### src/rtl/program_loader_pkg.sv
// rtl/program_loader_pkg.sv - shared state encoding and word-format constants for the program loader
package program_loader_pkg;

    typedef enum logic [1:0] {
        ST_IDLE    = 2'd0,
        ST_COLLECT = 2'd1,
        ST_WRITE   = 2'd2,
        ST_DONE    = 2'd3
    } state_t;

    localparam int          BYTES_PER_WORD = 4;
    localparam logic [1:0]  LAST_BYTE      = 2'(BYTES_PER_WORD - 1);
    localparam logic [31:0] TERMINATOR     = 32'h0;

endpackage

### src/rtl/program_loader_byte_packer.sv
// rtl/program_loader_byte_packer.sv - little-endian byte-to-word assembly with byte position counter
module byte_packer
    import program_loader_pkg::*;
(
    input  logic        clk,
    input  logic        rst,
    input  logic        clear,
    input  logic        accept,
    input  logic [7:0]  data,
    output logic        word_full,
    output logic [31:0] word_next
);

    logic [1:0]  byte_idx;
    logic [31:0] word;

    // Merge the incoming byte into the partial word so the full word is available on the 4th accept
    always_comb begin
        word_next = word;
        word_next[8*byte_idx +: 8] = data;
        word_full = accept && (byte_idx == LAST_BYTE);
    end

    // Byte position counter and assembly register; clear wins over a same-cycle accept
    always_ff @(posedge clk or posedge rst) begin
        if (rst) begin
            byte_idx <= 2'd0;
            word     <= 32'h0;
        end else if (clear) begin
            byte_idx <= 2'd0;
            word     <= 32'h0;
        end else if (accept) begin
            byte_idx <= byte_idx + 2'd1;
            word     <= word_next;
        end
    end

endmodule

### src/rtl/program_loader.sv
// rtl/program_loader.sv - streams bytes into instruction memory words and holds the core until loaded
module program_loader
    import program_loader_pkg::*;
#(
    parameter int TAM    = 4,
    parameter int ADDR_W = 32
) (
    input  logic              clk,
    input  logic              reset,
    input  logic              start,
    input  logic              in_valid,
    input  logic [7:0]        in_data,
    output logic              in_ready,
    output logic              mem_we,
    output logic [ADDR_W-1:0] mem_addr,
    output logic [31:0]       mem_wdata,
    output logic              cpu_hold,
    output logic              done,
    output logic [ADDR_W-1:0] word_count,
    output logic              overflow
);

    localparam logic [ADDR_W-1:0] LAST_IDX = ADDR_W'(TAM);
    localparam logic [ADDR_W-1:0] ONE      = ADDR_W'(1);

    state_t            state;
    logic [ADDR_W-1:0] word_idx;
    logic              accept;
    logic              start_ok;
    logic              packer_clear;
    logic              word_full;
    logic [31:0]       word_next;

    // in_ready is only high in COLLECT, so a handshake can only happen there
    always_comb begin
        accept       = in_valid && in_ready;
        start_ok     = start && ((state == ST_IDLE) || (state == ST_DONE));
        packer_clear = start_ok || (state == ST_WRITE);
    end

    byte_packer u_packer (
        .clk       (clk),
        .rst       (reset),
        .clear     (packer_clear),
        .accept    (accept),
        .data      (in_data),
        .word_full (word_full),
        .word_next (word_next)
    );

    // Load sequencer: all outputs registered, mem_we raised on the edge that accepts the 4th byte
    always_ff @(posedge clk or posedge reset) begin
        if (reset) begin
            state      <= ST_IDLE;
            word_idx   <= '0;
            in_ready   <= 1'b0;
            mem_we     <= 1'b0;
            mem_addr   <= '0;
            mem_wdata  <= 32'h0;
            cpu_hold   <= 1'b1;
            done       <= 1'b0;
            word_count <= '0;
            overflow   <= 1'b0;
        end else begin
            mem_we <= 1'b0;
            case (state)
                ST_IDLE, ST_DONE: begin
                    if (start) begin
                        state      <= ST_COLLECT;
                        in_ready   <= 1'b1;
                        word_idx   <= '0;
                        word_count <= '0;
                        done       <= 1'b0;
                        overflow   <= 1'b0;
                        cpu_hold   <= 1'b1;
                    end
                end
                ST_COLLECT: begin
                    if (word_full) begin
                        state     <= ST_WRITE;
                        in_ready  <= 1'b0;
                        mem_we    <= 1'b1;
                        mem_addr  <= {word_idx[ADDR_W-3:0], 2'b00};
                        mem_wdata <= word_next;
                    end
                end
                ST_WRITE: begin
                    word_count <= word_count + ONE;
                    // A zero word terminates even when it lands in the last slot
                    if (mem_wdata == TERMINATOR) begin
                        state    <= ST_DONE;
                        done     <= 1'b1;
                        cpu_hold <= 1'b0;
                        overflow <= 1'b0;
                    end else if (word_idx == LAST_IDX) begin
                        state    <= ST_DONE;
                        done     <= 1'b1;
                        cpu_hold <= 1'b0;
                        overflow <= 1'b1;
                    end else begin
                        state    <= ST_COLLECT;
                        in_ready <= 1'b1;
                        word_idx <= word_idx + ONE;
                    end
                end
                default: begin
                    state <= ST_IDLE;
                end
            endcase
        end
    end

endmodule

### config.mk
export PLATFORM = sky130hd
export DESIGN_NAME = program_loader
export DESIGN_NICKNAME = d
export VERILOG_FILES = /design/src/rtl/program_loader_pkg.sv /design/src/rtl/program_loader_byte_packer.sv /design/src/rtl/program_loader.sv
export SDC_FILE = /design/constraint.sdc
export NUM_CORES = 1
export LEC_CHECK = 0
export CAP_MARGIN = 20
export CORE_AREA = 2 2 96 190
export DETAILED_ROUTE_END_ITERATION = 7
export DIE_AREA = 0 0 98 192
export HOLD_SLACK_MARGIN = 0.06
export MAX_ROUTING_LAYER = met4
export PLACE_DENSITY_LB_ADDON = 0.08
export SYNTH_ARGS = -nofsm -noshare
export SYNTH_HDL_FRONTEND = slang
export SYNTH_SLANG_ARGS = --single-unit
### constraint.sdc
create_clock -name clk -period 11.9 [get_ports clk]
set_input_delay 2.38 -clock clk [delete_from_list [all_inputs] [get_ports clk]]
set_output_delay 2.38 -clock clk [all_outputs]
set_load 0.05 [all_outputs]
==> results of run 1 <==
## kinds of logic after synthesis
| kind of cell | after synthesis | synth area share |
|---|---|---|
| compound gates | 144 | 0.143 |
| fa+ha+maj | 11 | 0.0179 |
| other cells | 1 | 0.000487 |
| buf+inv | 72 | 0.0395 |
| mux | 5 | 0.00667 |
| xor+xnor | 26 | 0.0296 |
| flops | 159 | 0.517 |
| simple gates | 397 | 0.245 |
## flip-flops by register name, summed over array words and instances (netlist names)
| register | cells |
|---|---|
| mem_wdata | 32 |
| word_count | 32 |
| word_idx | 32 |
| mem_addr | 30 |
| u_packer.word | 24 |
| state | 2 |
| u_packer.byte_idx | 2 |
| cpu_hold | 1 |
| done | 1 |
| in_ready | 1 |
| mem_we | 1 |
| overflow | 1 |
## area by class of cell
class                   count  area, µm²
well taps                 210        263
multi-input cells         585       3420
inverters                  13       53.8
flip-flops and latches    159       3980
fillers                  1579       7720
repair buffers            118       1190
clock buffers              20        457
clock inverters            12        181
## cells in the final DEF, fill, tap and decap left out, types with 13 or more instances in the layout
master,n
a22o_1,27
a21oi_1,15
nor4_1,22
dfrtp_1,158
clkbuf_16,17
xor2_1,21
nand4_1,20
nor2_1,100
and3_1,18
nand2_1,150
nor3_1,13
clkdlybuf4s50_1,110
o21ai_0,23
a221oi_1,24
nand3_1,27
## tightest hold or removal path, cell delays in order, from the launching register on
cell     delay (ns)
dfrtp_1        0.34
nand2_1        0.05
nand2_1        0.06
## synthesized netlist by cell type (13+ instances only)
cell type	n	area [µm²]
and3_1	18	113
o21ai_0	23	115
a221oi_1	24	210
nor3_1	13	65.1
a21oi_1	15	75.1
dfrtp_1	158	3950
xor2_1	21	184
nor4_1	22	138
clkbuf_1	36	135
a22o_1	27	236
nor2_1	101	379
nand3_1	28	140
nand2_1	150	563
nand4_1	20	125
## how the worst min path moves through the flow
stage,startpoint,to,cells after the start
floorplan,u_packer.word[0],u_packer.word[0],1
global placement,mem_addr[13],mem_addr[13],2
detailed placement,mem_addr[17],mem_addr[17],2
CTS,mem_addr[31],mem_addr[31],2
global route,mem_addr[12],mem_addr[12],2
finish,mem_addr[7],mem_addr[7],2
## power breakdown
part           total [W]  switching, W  internal [W]
combinational   0.000608      0.000420      0.000188
sequential      0.000675     0.0000622      0.000612
clock           0.000590      0.000226      0.000364
total            0.00187      0.000709       0.00116
## per-stage QoR
stage	utilization	instance area [µm²]	hold WS [ns]
after detailed placement	0.513	8870	0.466
after floorplan	-	7700	0.466
after global routing	0.553	9550	0.492
after global placement	0.513	8870	0.462
final	0.553	9550	0.479
after CTS	0.550	9500	0.486
## metal layers
layer / global-route usage / vias up
met5: - / -
li1: - / 3073
met2: 0.442 / 198
met3: 0.0353 / 61
met4: 0.110 / 0
met1: 0.261 / 3222
==> results.cfg, run 1 <==
[logic_synthesis]
synth_cells = 815
synth_edf_count = 0
ys_seq_area_frac = 0.517
synth_seq_cells = 159
synthesis.area_mm2 = 0.00770
yosysWarningCount = 0
avgSynthCellArea_um2 = 9.44
ys.flop_type = dfrtp_1
ys_types = 62
async_reset_ff_frac = 1.00

[setup_path]
cp_num_buf_inv = 3
start_kind = input pin
worst-r2r-setup-slack_ns = 9.13
crit_start = in_valid
r2r_cells = 9
cp_slowest_cell = and2_1
cp_data_arrival_time_ns = 4.67
crit_path_max_fanout = 42
path_cells = clkdlybuf4s50_1, and2_1, nand3_2, clkinv_1, buf_4, nor2_1, a41oi_1
reg2reg_to = word_count[23]
cp_slowest_stage_delay_ns = 0.53
crit_type = input pin to flop
critPathTopFamily = buffers and inverters
cp.required_ns = 12.23
critPathCapture = mem_wdata[31]
end_kind = flop
reg2reg_from = state[0]
path_depth = 7

[clock_tree]
cts_made_buffers = 17
clk_latency_ns = 0.43
cts_setup_buffers = 0
cts_resized = 0
cts.sinks = 159
htreeDepth = 4
root_buffer = clkbuf_16
cts_tree = done
clock_path_buffers = 2
ctsHoldBuffers = 0
clkTransAtPathRegs_ns = 0.06

[timing]
post-route-period-util = 0.364
finalSetupViolations = 0
min_period_ns = 4.33
skew_ns = 0.0107
fmax_mhz = 231
maxSlewHeadroom = 0.372
fin_tns_setup_ns = 0
hold_viol = 0
worstMarginPinSlew_ns = 0.934
fin_ws_ns = 7.57
finalMaxSlewViolations = 0
rsz0062_at_grt = no

[cells_and_area]
nets = 917
diodes = 0
fin_cells = 1117
area_growth_pct = 24.0
drive_gt1_frac = 0.0639

[routing]
met1_length_um = 8070
top_layer = met4
dr.pass1.iters = 7
avgViaCountPerCell = 5.87
wl_um = 21700
routedWlPerCell_um = 19.4
via_count = 6554
wl_met3_um = 668
drc_errors = 0
wl_met2_um = 12100
detail-route-antenna-nets = 0
drtIter0Drc = 308

[floorplanning]
initial_core_util = 0.446
rows = 68
fp.dieH_um = 192
die_area_mm2 = 0.0188
die_w_um = 98
io_pins = 113
core_area_mm2 = 0.0173

[placed_design]
dp_hpwl_um = 15100
port_buffers = 110
dp_cells = 1083
place_congestion = 0.935
dp_slack_ns = 7.16

[grt]
antenna_found_initial = 0
grt_overflow = 0
grt_pass1_wl_um = 35300
grt_max_degree = 82
grt_usage = 0.244
grt_pass1_vias = 6757

[power]
p_leak_nw = 4.31
vdd_drop_max_uv = 111
power.total_w = 0.00187
power_density_mw_per_mm2 = 196

[flow_run]
cap_violations = 0

[worst_hold_path]
holdCritPathClass = flop to flop

[run_status]
status = finished clean
Note: power is estimated with default switching activity, not from simulation.
==> run 2: changes to the inputs <==
clock period = 4.55 ns   (was 11.9 ns; I/O delays follow)
==> run 2 against run 1 <==
Sequential share of layout area rose by 0.12 points. Hold slack improved by 0.0018 ns. Worst setup slack got worse by 5.9 ns. Largest cell class unchanged.
==> results.cfg, run 2 (synthesis results as in run 1) <==
[grt]
grt_pass1_wl_um = 34400
grt_max_degree = 160
grt_usage = 0.238
grt_overflow = 0
grt_pass1_vias = 6735
antenna_found_initial = 0

[timing]
fin_tns_setup_ns = 0
maxSlewHeadroom = 0.364
finalMaxSlewViolations = 0
finalSetupViolations = 0
fmax_mhz = 348
rsz0062_at_grt = no
worstMarginPinSlew_ns = 0.947
hold_viol = 0
min_period_ns = 2.88
skew_ns = 0.00813
post-route-period-util = 0.632

[power]
power.total_w = 0.00479
p_leak_nw = 4.30
power_density_mw_per_mm2 = 503
vdd_drop_max_uv = 248

[floorplanning]
io_pins = 113
die_area_mm2 = 0.0188
die_w_um = 98
rows = 68
core_area_mm2 = 0.0173
initial_core_util = 0.446
fp.dieH_um = 192

[cells_and_area]
fin_util = 0.551
mostFrequentLayoutCell = dfrtp_1
largest_registers = mem_wdata (32), word_count (32), word_idx (32)
area_growth_pct = 23.7
drive_gt1_frac = 0.0691
nets = 922
diodes = 0
final_cell_mix = 158 x dfrtp_1, 150 x nand2_1, 110 x clkdlybuf4s50_1, 100 x nor2_1

[routing]
wl_um = 21500
drtIter0Drc = 384
via_count = 6554
avgViaCountPerCell = 5.84
detail-route-antenna-nets = 0
dr.pass1.iters = 5
routedWlPerCell_um = 19.2
drc_errors = 0

[placed_design]
dp_hpwl_um = 15200
place_congestion = 0.899
port_buffers = 110

[flow_run]
cap_violations = 0

[clock_tree]
clk_latency_ns = 0.43
cts_resized = 0
clkTransAtPathRegs_ns = 0.07
htreeDepth = 4
cts.sinks = 159
cts_tree = done
clock_path_buffers = 2
root_buffer = clkbuf_16
ctsHoldBuffers = 0
cts_setup_buffers = 0
cts_made_buffers = 17

[setup_path]
crit_type = flop to flop
crit_path_max_fanout = 19
cp_data_arrival_time_ns = 3.18
end_kind = flop
start_kind = flop
cp.required_ns = 4.86

[run_status]
status = finished clean

[worst_hold_path]
holdCritPathClass = flop to flop
[run 2: power by group]
| part | switching [W] | internal, W |
|---|---|---|
| clock | 0.000620 | 0.000818 |
| combinational | 0.00110 | 0.000493 |
| sequential | 0.000163 | 0.00160 |
| total | 0.00188 | 0.00291 |
[run 2: final cells by class]
class / instances / area (µm²)
fillers: 1600 / 7750
flip-flops and latches: 159 / 3980
multi-input cells: 585 / 3420
repair buffers: 123 / 1210
clock buffers: 18 / 429
well taps: 210 / 263
clock inverters: 14 / 156
inverters: 13 / 52.6
[run 2: critical path, cell delays in order, from the launching register on]
cell and delay [ns]:
dfrtp_1 0.40, inv_1 0.09, ha_1 0.60, mux2_2 0.33, nand3_1 0.15, nor4_1 0.74, nand3_1 0.19, xor2_1 0.18
nor2_1 0.05
[run 2: path summary, 6_finish.rpt]
kind | end | slack, ns | cells after the start | startpoint
worst max-delay path | word_count[24] | 1.67 | 8 | state[0]
worst min-delay path | mem_addr[28] | 0.48 | 2 | mem_addr[28]
worst max register to register | word_count[24] | 1.67 | 8 | state[0]
worst min register to register | mem_addr[28] | 0.48 | 2 | mem_addr[28]
max in group asynchronous | mem_wdata[17] | 2.80 | 3 | reset
min in group asynchronous | mem_addr[25] | 1.04 | 3 | reset
[run 2: per-stage QoR]
stage	cell area, µm²	hold WS (ns)	instances	setup WS (ns)
floorplan	7700	0.466	816	1.63
global placement	8920	0.461	1089	1.39
detailed placement	8920	0.467	1089	1.33
CTS	9510	0.487	1121	1.60
global route	9520	0.504	1122	1.34
finish	9520	0.481	1122	1.67
[run 2: per-layer routing]
layer | GRT usage | routed length, µm | vias up
met5 | - | 0 | -
met4 | 0.0929 | 631 | 0
met3 | 0.0400 | 662 | 39
met2 | 0.437 | 12100 | 174
met1 | 0.252 | 8100 | 3270
li1 | - | - | 3071
==> run 3: changes to the inputs <==
clock period = 2.69 ns   (was 4.55 ns; I/O delays follow)
==> run 3 against run 2 <==
Via count rose by 2.0%. Clock skew rose by 0.0014 ns. Register-to-register slack got worse by 1.4 ns. Final cell count rose by 2.2%. Design area rose by 2.3%. Sequential share of layout area fell by 0.92 points. Worst setup slack got worse by 1.4 ns. First-iteration DRC count fell by 30%. Critical path type unchanged. Critical endpoint is now word_idx[23]. Largest power group unchanged.
==> results.cfg, run 3 (synthesis results as in run 1) <==
[floorplanning]
core_area_mm2 = 0.0173
rows = 68
die_area_mm2 = 0.0188
io_pins = 113
initial_core_util = 0.446
fp.dieH_um = 192
die_w_um = 98

[timing]
finalSetupViolations = 0
rsz0062_at_grt = no
fmax_mhz = 412
min_period_ns = 2.43
finalMaxSlewViolations = 0
fin_tns_setup_ns = 0
skew_ns = 0.00952
maxSlewHeadroom = 0.384
worstMarginPinSlew_ns = 0.916
post-route-period-util = 0.903
fin_ws_ns = 0.260
hold_viol = 0

[setup_path]
cp_slowest_cell = dfrtp_1
r2r_cells = 7
crit_type = flop to flop
worst-r2r-setup-slack_ns = 0.26
cp_num_buf_inv = 2
start_kind = flop
path_cells = inv_1, ha_1, buf_4, nand2_1, or3_1, o31a_1, nand2_1
path_common_cell = nand2_1
reg2reg_from = state[0]
cp.required_ns = 3.04
reg2reg_to = word_idx[23]
end_kind = flop
critPathTopFamily = simple AND/OR/NAND/NOR gates
cp_data_arrival_time_ns = 2.78
cp_slowest_stage_delay_ns = 0.41
crit_path_max_fanout = 28

[cells_and_area]
drive_gt1_frac = 0.0950
largest_registers = mem_wdata (32), word_count (32), word_idx (32)
mostFrequentLayoutCell = dfrtp_1
nFillCells = 1570
final_cell_mix = 158 x dfrtp_1, 150 x nand2_1, 110 x clkdlybuf4s50_1, 100 x nor2_1, 34 x buf_4
diodes = 0
fin_util = 0.564
area_growth_pct = 26.5
nets = 947
final_area_mm2 = 0.00973

[clock_tree]
cts_resized = 0
cts_made_buffers = 17
cts_setup_buffers = 0
root_buffer = clkbuf_16
ctsHoldBuffers = 0
cts.sinks = 159
cts_tree = done
clock_path_buffers = 2
htreeDepth = 4
clkTransAtPathRegs_ns = 0.07
clk_latency_ns = 0.43

[placed_design]
place_congestion = 0.979
dp_hpwl_um = 16500
dp_slack_ns = 0.183
place_area_mm2 = 0.00916
port_buffers = 110

[power]
clock_power_share = 0.292
p_seq_frac = 0.367
power.total_w = 0.00812
p_leak_nw = 4.43
p_sw_w = 0.00317
intPower_w = 0.00495
vdd_drop_max_uv = 447
power_density_mw_per_mm2 = 834
switching_share = 0.391
power_frac_comb = 0.342

[routing]
routedWlPerCell_um = 19.4
drtIter0Drc = 269
dr.pass1.iters = 6
wl_um = 22300
via_count = 6687
drc_errors = 0
detail-route-antenna-nets = 0
avgViaCountPerCell = 5.83

[grt]
grt_usage = 0.248
grt_pass1_vias = 6770
antenna_found_initial = 0
grt_overflow = 0
grt_max_degree = 65
grt_pass1_wl_um = 35600

[flow_run]
cap_violations = 0

[worst_hold_path]
holdCritPathClass = input pin to async pin

[run_status]
status = finished clean
[run 3: how the worst max path moves through the flow]
stage,start,to,slack [ns],cells after the start
3_5_place_dp,start,word_count[31],0.18,9
3_3_place_gp,start,word_count[31],0.19,9
4_1_cts,word_idx[22],word_idx[18],0.31,6
6_report,state[0],word_idx[23],0.26,7
5_1_grt,word_idx[22],word_idx[18],0.13,6
2_1_floorplan,reset,done,0.14,1
[run 3: routing by layer]
layer  part of all wire  track usage  up-vias  wire, µm
li1                   -            -     3129         -
met1               0.36        0.245     3331      8100
met2               0.57        0.468      181     12700
met3              0.034       0.0404       46       765
met4              0.034        0.111        0       747
met5                  0            -        -         0
[run 3: area by class of cell]
cell class / count / area (µm²) / share of cell area
timing repair buffer: 148 / 1440 / 0.148
sequential: 159 / 3980 / 0.409
clock inverter: 13 / 126 / 0.0130
inverter: 13 / 52.6 / 0.00540
multi-input combinational: 585 / 3420 / 0.352
tap: 210 / 263 / 0.0270
clock buffer: 19 / 453 / 0.0465
[run 3: power by group through the flow]
stage | Combinational, W | Sequential, W | Clock, W
detailed placement | 0.00279 | 0.00303 | 0
CTS | 0.00279 | 0.00298 | 0.00242
global placement | 0.00275 | 0.00300 | 0
floorplan | 0.000968 | 0.00384 | 0
global route | 0.00296 | 0.00302 | 0.00252
finish | 0.00277 | 0.00298 | 0.00237
[run 3: stage by stage]
| step | hold slack [ns] | cells |
|---|---|---|
| CTS | 0.426 | 1147 |
| detailed placement | 0.467 | 1115 |
| global placement | 0.460 | 1115 |
| floorplan | 0.466 | 816 |
| finish | 0.433 | 1147 |
| global route | 0.437 | 1147 |
[run 3: worst register-to-register path: cells and delay by family (launching register included)]
family | cells | cell delay [ns]
AOI/OAI and AO/OA | 1 | 0.24
and+or+nand+nor | 3 | 0.89
adders and majority gates | 1 | 0.34
DFF | 1 | 0.41
buffers and inverters | 2 | 0.49
